[src/rtl/fetch_pc_unit_pkg.sv]
// Shared definitions for the IF-stage PC generator and fetch sequencer.
// State encodings, default vectors and the IF/ID payload type.
package fetch_pc_unit_pkg;

    localparam int unsigned XLEN = 32;

    localparam logic [XLEN-1:0] DEF_RESET_PC   = 32'h0040_0000;
    localparam logic [XLEN-1:0] DEF_EXC_VECTOR = 32'h0040_0004;
    localparam logic [XLEN-1:0] INSTR_NOP      = 32'h0000_0000;
    localparam logic [XLEN-1:0] PC_STEP        = 32'd4;

    typedef enum logic [1:0] {
        FETCH_S_IDLE  = 2'd0,
        FETCH_S_FETCH = 2'd1,
        FETCH_S_HOLD  = 2'd2
    } fetch_state_e;

    typedef struct packed {
        logic [XLEN-1:0] instr;
        logic [XLEN-1:0] pc;
    } if_bundle_t;

    function automatic logic [XLEN-1:0] word_align(input logic [XLEN-1:0] a);
        return {a[XLEN-1:2], 2'b00};
    endfunction

endpackage

[src/rtl/fetch_pc_unit_pc_redirect_reg.sv]
// Pending branch target, in-flight kill flag and redirect priority.
// Exception beats branch; a branch during an in-flight fetch waits for its ack.
module pc_redirect_reg
    import fetch_pc_unit_pkg::*;
#(
    parameter logic [31:0] EXC_VECTOR = DEF_EXC_VECTOR
) (
    input  logic            clk,
    input  logic            rst_n,
    input  logic            fetching,
    input  logic            ack,
    input  logic            branch,
    input  logic [XLEN-1:0] branch_target,
    input  logic            exception,
    output logic            load_c,
    output logic [XLEN-1:0] target_c,
    output logic            capture_c
);

    logic            pend_valid_q, pend_valid_d;
    logic [XLEN-1:0] pend_target_q, pend_target_d;
    logic            kill_q, kill_d;
    logic            done;
    logic [XLEN-1:0] br_tgt;

    always_comb begin
        pend_valid_d  = pend_valid_q;
        pend_target_d = pend_target_q;
        kill_d        = kill_q;
        load_c        = 1'b0;
        target_c      = pend_target_q;
        capture_c     = 1'b0;
        done          = fetching && ack;
        br_tgt        = word_align(branch_target);

        if (exception) begin
            pend_valid_d = 1'b0;
            // An outstanding request keeps its address; its data is dropped later.
            if (fetching && !ack) begin
                kill_d = 1'b1;
            end else begin
                kill_d   = 1'b0;
                load_c   = 1'b1;
                target_c = word_align(EXC_VECTOR);
            end
        end else if (kill_q) begin
            if (done) begin
                kill_d   = 1'b0;
                load_c   = 1'b1;
                target_c = word_align(EXC_VECTOR);
            end
        end else if (done) begin
            capture_c    = 1'b1;
            pend_valid_d = 1'b0;
            if (branch) begin
                load_c   = 1'b1;
                target_c = br_tgt;
            end else if (pend_valid_q) begin
                load_c   = 1'b1;
                target_c = pend_target_q;
            end
        end else if (branch) begin
            if (fetching) begin
                pend_valid_d  = 1'b1;
                pend_target_d = br_tgt;
            end else begin
                load_c   = 1'b1;
                target_c = br_tgt;
            end
        end
    end

    always_ff @(posedge clk or negedge rst_n) begin
        if (!rst_n) begin
            pend_valid_q  <= 1'b0;
            pend_target_q <= '0;
            kill_q        <= 1'b0;
        end else begin
            pend_valid_q  <= pend_valid_d;
            pend_target_q <= pend_target_d;
            kill_q        <= kill_d;
        end
    end

endmodule

[src/rtl/fetch_pc_unit.sv]
// IF-stage PC generator and instruction-fetch sequencer (req/ack imem port).
// Build option FETCH_PERF_CNT_EN adds redirect and stall counters.
module fetch_pc_unit
    import fetch_pc_unit_pkg::*;
#(
    parameter logic [31:0] RESET_PC   = DEF_RESET_PC,
    parameter logic [31:0] EXC_VECTOR = DEF_EXC_VECTOR
) (
    input  logic        in_clk,
    input  logic        in_rst,
    input  logic        in_stall,
    input  logic        in_branch,
    input  logic [31:0] in_branch_target,
    input  logic        in_exception,
    output logic        out_imem_req,
    output logic [31:0] out_imem_addr,
    input  logic        in_imem_ack,
    input  logic [31:0] in_imem_data,
    output logic        out_if_valid,
    output logic [31:0] out_if_instr,
    output logic [31:0] out_if_pc,
`ifdef FETCH_PERF_CNT_EN
    output logic [31:0] out_redirect_cnt,
    output logic [31:0] out_stall_cnt,
`endif
    output logic        out_flush
);

    fetch_state_e    state_q, state_d;
    logic [XLEN-1:0] pc_q, pc_d;
    logic            req_q, req_d;
    logic            valid_q, valid_d;
    logic            flush_q, flush_d;
    if_bundle_t      if_q, if_d;

    logic            fetching;
    logic            redir_load_c;
    logic [XLEN-1:0] redir_target_c;
    logic            capture_c;

    assign fetching = (state_q == FETCH_S_FETCH);

    pc_redirect_reg #(
        .EXC_VECTOR(EXC_VECTOR)
    ) u_redirect (
        .clk          (in_clk),
        .rst_n        (in_rst),
        .fetching     (fetching),
        .ack          (in_imem_ack),
        .branch       (in_branch),
        .branch_target(in_branch_target),
        .exception    (in_exception),
        .load_c       (redir_load_c),
        .target_c     (redir_target_c),
        .capture_c    (capture_c)
    );

    always_comb begin
        state_d = state_q;
        pc_d    = pc_q;
        valid_d = valid_q;
        if_d    = if_q;
        flush_d = in_exception;

        case (state_q)
            FETCH_S_IDLE:  state_d = FETCH_S_FETCH;
            FETCH_S_FETCH: if (in_imem_ack) state_d = in_stall ? FETCH_S_HOLD : FETCH_S_FETCH;
            FETCH_S_HOLD:  if (!in_stall) state_d = FETCH_S_FETCH;
            default:       state_d = FETCH_S_IDLE;
        endcase

        if (redir_load_c) begin
            pc_d = redir_target_c;
        end else if (fetching && in_imem_ack) begin
            pc_d = pc_q + PC_STEP;
        end

        if (capture_c) begin
            if_d    = '{instr: in_imem_data, pc: pc_q};
            valid_d = 1'b1;
        end
        if (in_exception) begin
            valid_d = 1'b0;
        end

        req_d = (state_d == FETCH_S_FETCH);
    end

    always_ff @(posedge in_clk or negedge in_rst) begin
        if (!in_rst) begin
            state_q <= FETCH_S_IDLE;
            pc_q    <= word_align(RESET_PC);
            req_q   <= 1'b0;
            valid_q <= 1'b0;
            flush_q <= 1'b0;
            if_q    <= '{instr: INSTR_NOP, pc: '0};
        end else begin
            state_q <= state_d;
            pc_q    <= pc_d;
            req_q   <= req_d;
            valid_q <= valid_d;
            flush_q <= flush_d;
            if_q    <= if_d;
        end
    end

    assign out_imem_req  = req_q;
    assign out_imem_addr = pc_q;
    assign out_if_valid  = valid_q;
    assign out_if_instr  = if_q.instr;
    assign out_if_pc     = if_q.pc;
    assign out_flush     = flush_q;

`ifdef FETCH_PERF_CNT_EN
    logic [XLEN-1:0] redirect_cnt_q, redirect_cnt_d;
    logic [XLEN-1:0] stall_cnt_q, stall_cnt_d;

    // Saturating event counters: applied redirects and cycles not delivering.
    always_comb begin
        redirect_cnt_d = redirect_cnt_q;
        stall_cnt_d    = stall_cnt_q;
        if (redir_load_c && (redirect_cnt_q != '1)) begin
            redirect_cnt_d = redirect_cnt_q + XLEN'(1);
        end
        if (((state_q == FETCH_S_HOLD) || (fetching && !in_imem_ack)) && (stall_cnt_q != '1)) begin
            stall_cnt_d = stall_cnt_q + XLEN'(1);
        end
    end

    always_ff @(posedge in_clk or negedge in_rst) begin
        if (!in_rst) begin
            redirect_cnt_q <= '0;
            stall_cnt_q    <= '0;
        end else begin
            redirect_cnt_q <= redirect_cnt_d;
            stall_cnt_q    <= stall_cnt_d;
        end
    end

    assign out_redirect_cnt = redirect_cnt_q;
    assign out_stall_cnt    = stall_cnt_q;
`endif

endmodule

[config.mk]
export PLATFORM = sky130hd
export DESIGN_NAME = fetch_pc_unit
export DESIGN_NICKNAME = d
export VERILOG_FILES = /design/src/rtl/fetch_pc_unit_pkg.sv /design/src/rtl/fetch_pc_unit_pc_redirect_reg.sv /design/src/rtl/fetch_pc_unit.sv
export SDC_FILE = /design/constraint.sdc
export NUM_CORES = 1
export LEC_CHECK = 0
export CAP_MARGIN = 20
export CORE_MARGIN = 10
export CORE_UTILIZATION = 35
export DETAILED_ROUTE_END_ITERATION = 10
export PLACE_DENSITY = 0.68
export SLEW_MARGIN = 20
export SYNTH_ARGS = -nofsm -noshare
export SYNTH_HDL_FRONTEND = slang
export SYNTH_HIERARCHICAL = 1
export SYNTH_SLANG_ARGS = --single-unit
[constraint.sdc]
create_clock -name in_clk -period 2.1 [get_ports in_clk]
set_input_delay 0.21 -clock in_clk [delete_from_list [all_inputs] [get_ports in_clk]]
set_output_delay 0.21 -clock in_clk [all_outputs]
set_load 0.02 [all_outputs]
==> metrics.md <==
| Metric | Value |
|---|---|
| Max-slew headroom | `60.3%` |
| Unrepaired setup endpoints after global routing | `no` |
| Layout net count | `778` |
| Yosys reg bits | `133` |
| Die width | `153 µm` |
| H-tree levels | `4` |
| Arrival time worst endpoint | `2390 ps` |
| Clock buffer depth | `2` |
| Area Overhead vs Synth | `48.5%` |
| Remaining Overflow, GRT | `0` |
| Initial DRC Count | `274` |
| Status | `completed` |
| Post-Syn Area per Cell | `12.4 µm²` |
| Highest clock rate | `488 MHz` |
| Fin. Hold Viols | `0` |
| Rows | `48` |
| Dpl hpwl | `13400 µm` |
| Crit path capture type | `register` |
| Core Box Area | `17300 µm²` |
| Global Route Usage Sum | `15.3%` |
| Diodes inserted | `0` |
| Drt drc | `0` |
| Num ports | `169` |
| Final hold slack | `349 ps` |
| Antenna violations before repair | `0` |
| Vias per inst | `5.17` |
| Die area | `23300 µm²` |
| Initial Utilization | `35.6%` |
| Clock Skew | `6.97 ps` |
| # Max-Cap Violations | `0` |
| Sequential element share of the synthesized area | `54.1%` |
| Pin count of the biggest net entering global routing | `64` |
| Post-synth EDFFs | `0` |
| Non-Filler Instances | `945` |
| PD cells | `1400 nW/µm²` |
| Global-route wire length before repair | `28900 µm` |
| FFs w/ async S/R, synth | `100%` |
| Routed vias | `4886` |
| Yosys warning count | `6` |
| Synth cell types | `47` |
| Period utilisation layout | `97.6%` |
| Clock tree sinks | `133` |
| Vias in the first global route | `5355` |
| Clock latency on the worst-skew pair | `420 ps` |
| TritonRoute pass-1 iters | `4` |
| Fin crit period | `2050 ps` |
| Setup CP Type | `register to register` |
| HP Class | `primary input to async pin` |
| Synth Instances | `495` |
| Clk slew on worst S/H paths | `60 ps` |
| Max-slew violation count | `0` |
| Design Area, Final | `9150 µm²` |
| Placed Instances | `909` |
| Worst Tran Pin Value | `596 ps` |
| CTS tree | `built` |
| Layout cells sized above 1 | `27.9%` |
| Maximum VDD drop | `743 µV` |
| Startpoint types | `register` |
| I/O Buffers | `166` |
| Post-Synthesis Cell Area | `6160 µm²` |
| Total CTS buffers | `17` |
| Cell Area, Placed | `8440 µm²` |
| Main synth FF type | `dfrtp_1` |
| RePlAce Congestion | `0.880` |
| Setup violators final | `0` |
| Required @ worst endpoint | `2440 ps` |
| P_leak | `3.92 nW` |
| CP Max Fanout | `6` |
| Routed len/inst | `19.2 µm` |
| Antenna Nets Post-Route | `0` |
| Root Driver | `clkbuf_16` |
| Routed wire length | `18100 µm` |
| Die Height | `153 µm` |
power by group:
group / internal, mW / switching [mW]
clock network: 2.04 / 1.12
registers: 3.61 / 0.702
logic: 2.80 / 2.52
total: 8.45 / 4.34
layout make-up:
cell class,instances,area [µm²]
Clock buffer,19,453
Clock inverter,13,180
Fill cell,1490,8150
Inverter,11,41.3
Multi-Input combinational cell,322,2680
Sequential cell,133,3330
Tap cell,225,282
Timing Repair Buffer,222,2180
sequential cells by signal, summed over array words and instances, names as in the netlist:
signal and count:
u_redirect/kill_q 1, out_imem_req 1, u_redirect/pend_target_q 30, out_if_valid 1, out_imem_addr 32, out_if_instr 32
state_q 2, u_redirect/pend_valid_q 1, out_flush 1, out_if_pc 32
worst paths after layout:
path / from / end / slack [ps] / depth (start not counted)
min in group in_clk: in_branch_target[22] / u_redirect/pend_target_q[22]$_DFFE_PN0P_ / 360 / 3
max in group asynchronous: in_rst / state_q[0]$_DFF_PN0_ / 1070 / 3
max: out_imem_addr[3]$_DFFE_PN0P_ / out_imem_addr[24]$_DFFE_PN0P_ / 50 / 5
min reg2reg: out_if_valid$_DFFE_PN0P_ / out_if_valid$_DFFE_PN0P_ / 490 / 2
max reg2reg: out_imem_addr[3]$_DFFE_PN0P_ / out_imem_addr[24]$_DFFE_PN0P_ / 50 / 5
min: in_rst / u_redirect/pend_target_q[27]$_DFFE_PN0P_ / 350 / 2
per-layer routing:
layer / GRT usage (%) / part of all wire [%] / wire length, µm
met1: 17.6 / 42 / 7610
met2: 25.5 / 49 / 8940
met3: 5.39 / 6.9 / 1240
met4: 5.90 / 2.0 / 361
met5: 0 / 0 / 0
Yosys cell counts, drive strengths merged (13+ instances only):
| cell | n | share of area (%) |
|---|---|---|
| dfrtp | 132 | 54 |
| mux2 | 95 | 19 |
| nand2 | 30 | 1.8 |
| a22o | 28 | 4.0 |
| clkbuf | 19 | 1.2 |
| nor2 | 19 | 1.2 |
| or4 | 18 | 2.4 |
| nand4 | 17 | 1.7 |
| o21ai | 16 | 1.3 |
| a31oi | 13 | 1.3 |
layout by cell type (no fill, tap or decap), types with 9 or more instances in the layout:
master / n
buf_4: 47
mux2_2: 67
o21ai_0: 15
a31oi_1: 13
inv_1: 11
clkbuf_16: 18
dfrtp_1: 128
clkdlybuf4s50_1: 165
or4_1: 13
mux2_4: 28
nand2_1: 30
nand3_1: 9
o31ai_1: 10
nor2_1: 18
nand4_1: 17
a22o_1: 28
critical path, cell delays in order (launching register included):
cell     delay, ps
dfrtp_2        380
ha_4           170
nand4_1        170
or3_1          540
or4_1          530
a31oi_1        170
through the flow:
| step | power [mW] | utilization, % | setup WS (ps) | setup TNS [ps] |
|---|---|---|---|---|
| final | 12.8 | 52.9 | 51.0 | 0 |
| after global routing | 13.5 | 52.9 | 5.40 | 0 |
| after CTS | 12.9 | 52.5 | 13.5 | 0 |
| after detailed placement | 9.66 | 48.8 | -102 | -487 |
| after global placement | 9.53 | 48.8 | -83.0 | -336 |
| after floorplan | 6.92 | - | -66.9 | -3200 |
kinds of logic after synthesis:
| kind of cell | after synthesis | share of synthesized area, % |
|---|---|---|
| buf+inv | 41 | 3.21 |
| fa+ha+maj | 1 | 0.203 |
| compound gates | 85 | 10.0 |
| other cells | 1 | 0.0609 |
| flops | 133 | 54.1 |
| xor+xnor | 10 | 1.42 |
| simple gates | 126 | 11.5 |
| mux | 98 | 19.6 |
what timing repair did:
| action | CTS | global route |
|---|---|---|
| setup endpoints to repair | 0 | 90 |
| hold endpoints to repair | 58 | 0 |
| hold buffers | 1 | 0 |
| setup buffers | 0 | 2 |
| resized for setup | 0 | 6 |
Power figures use the tool's default switching activity.
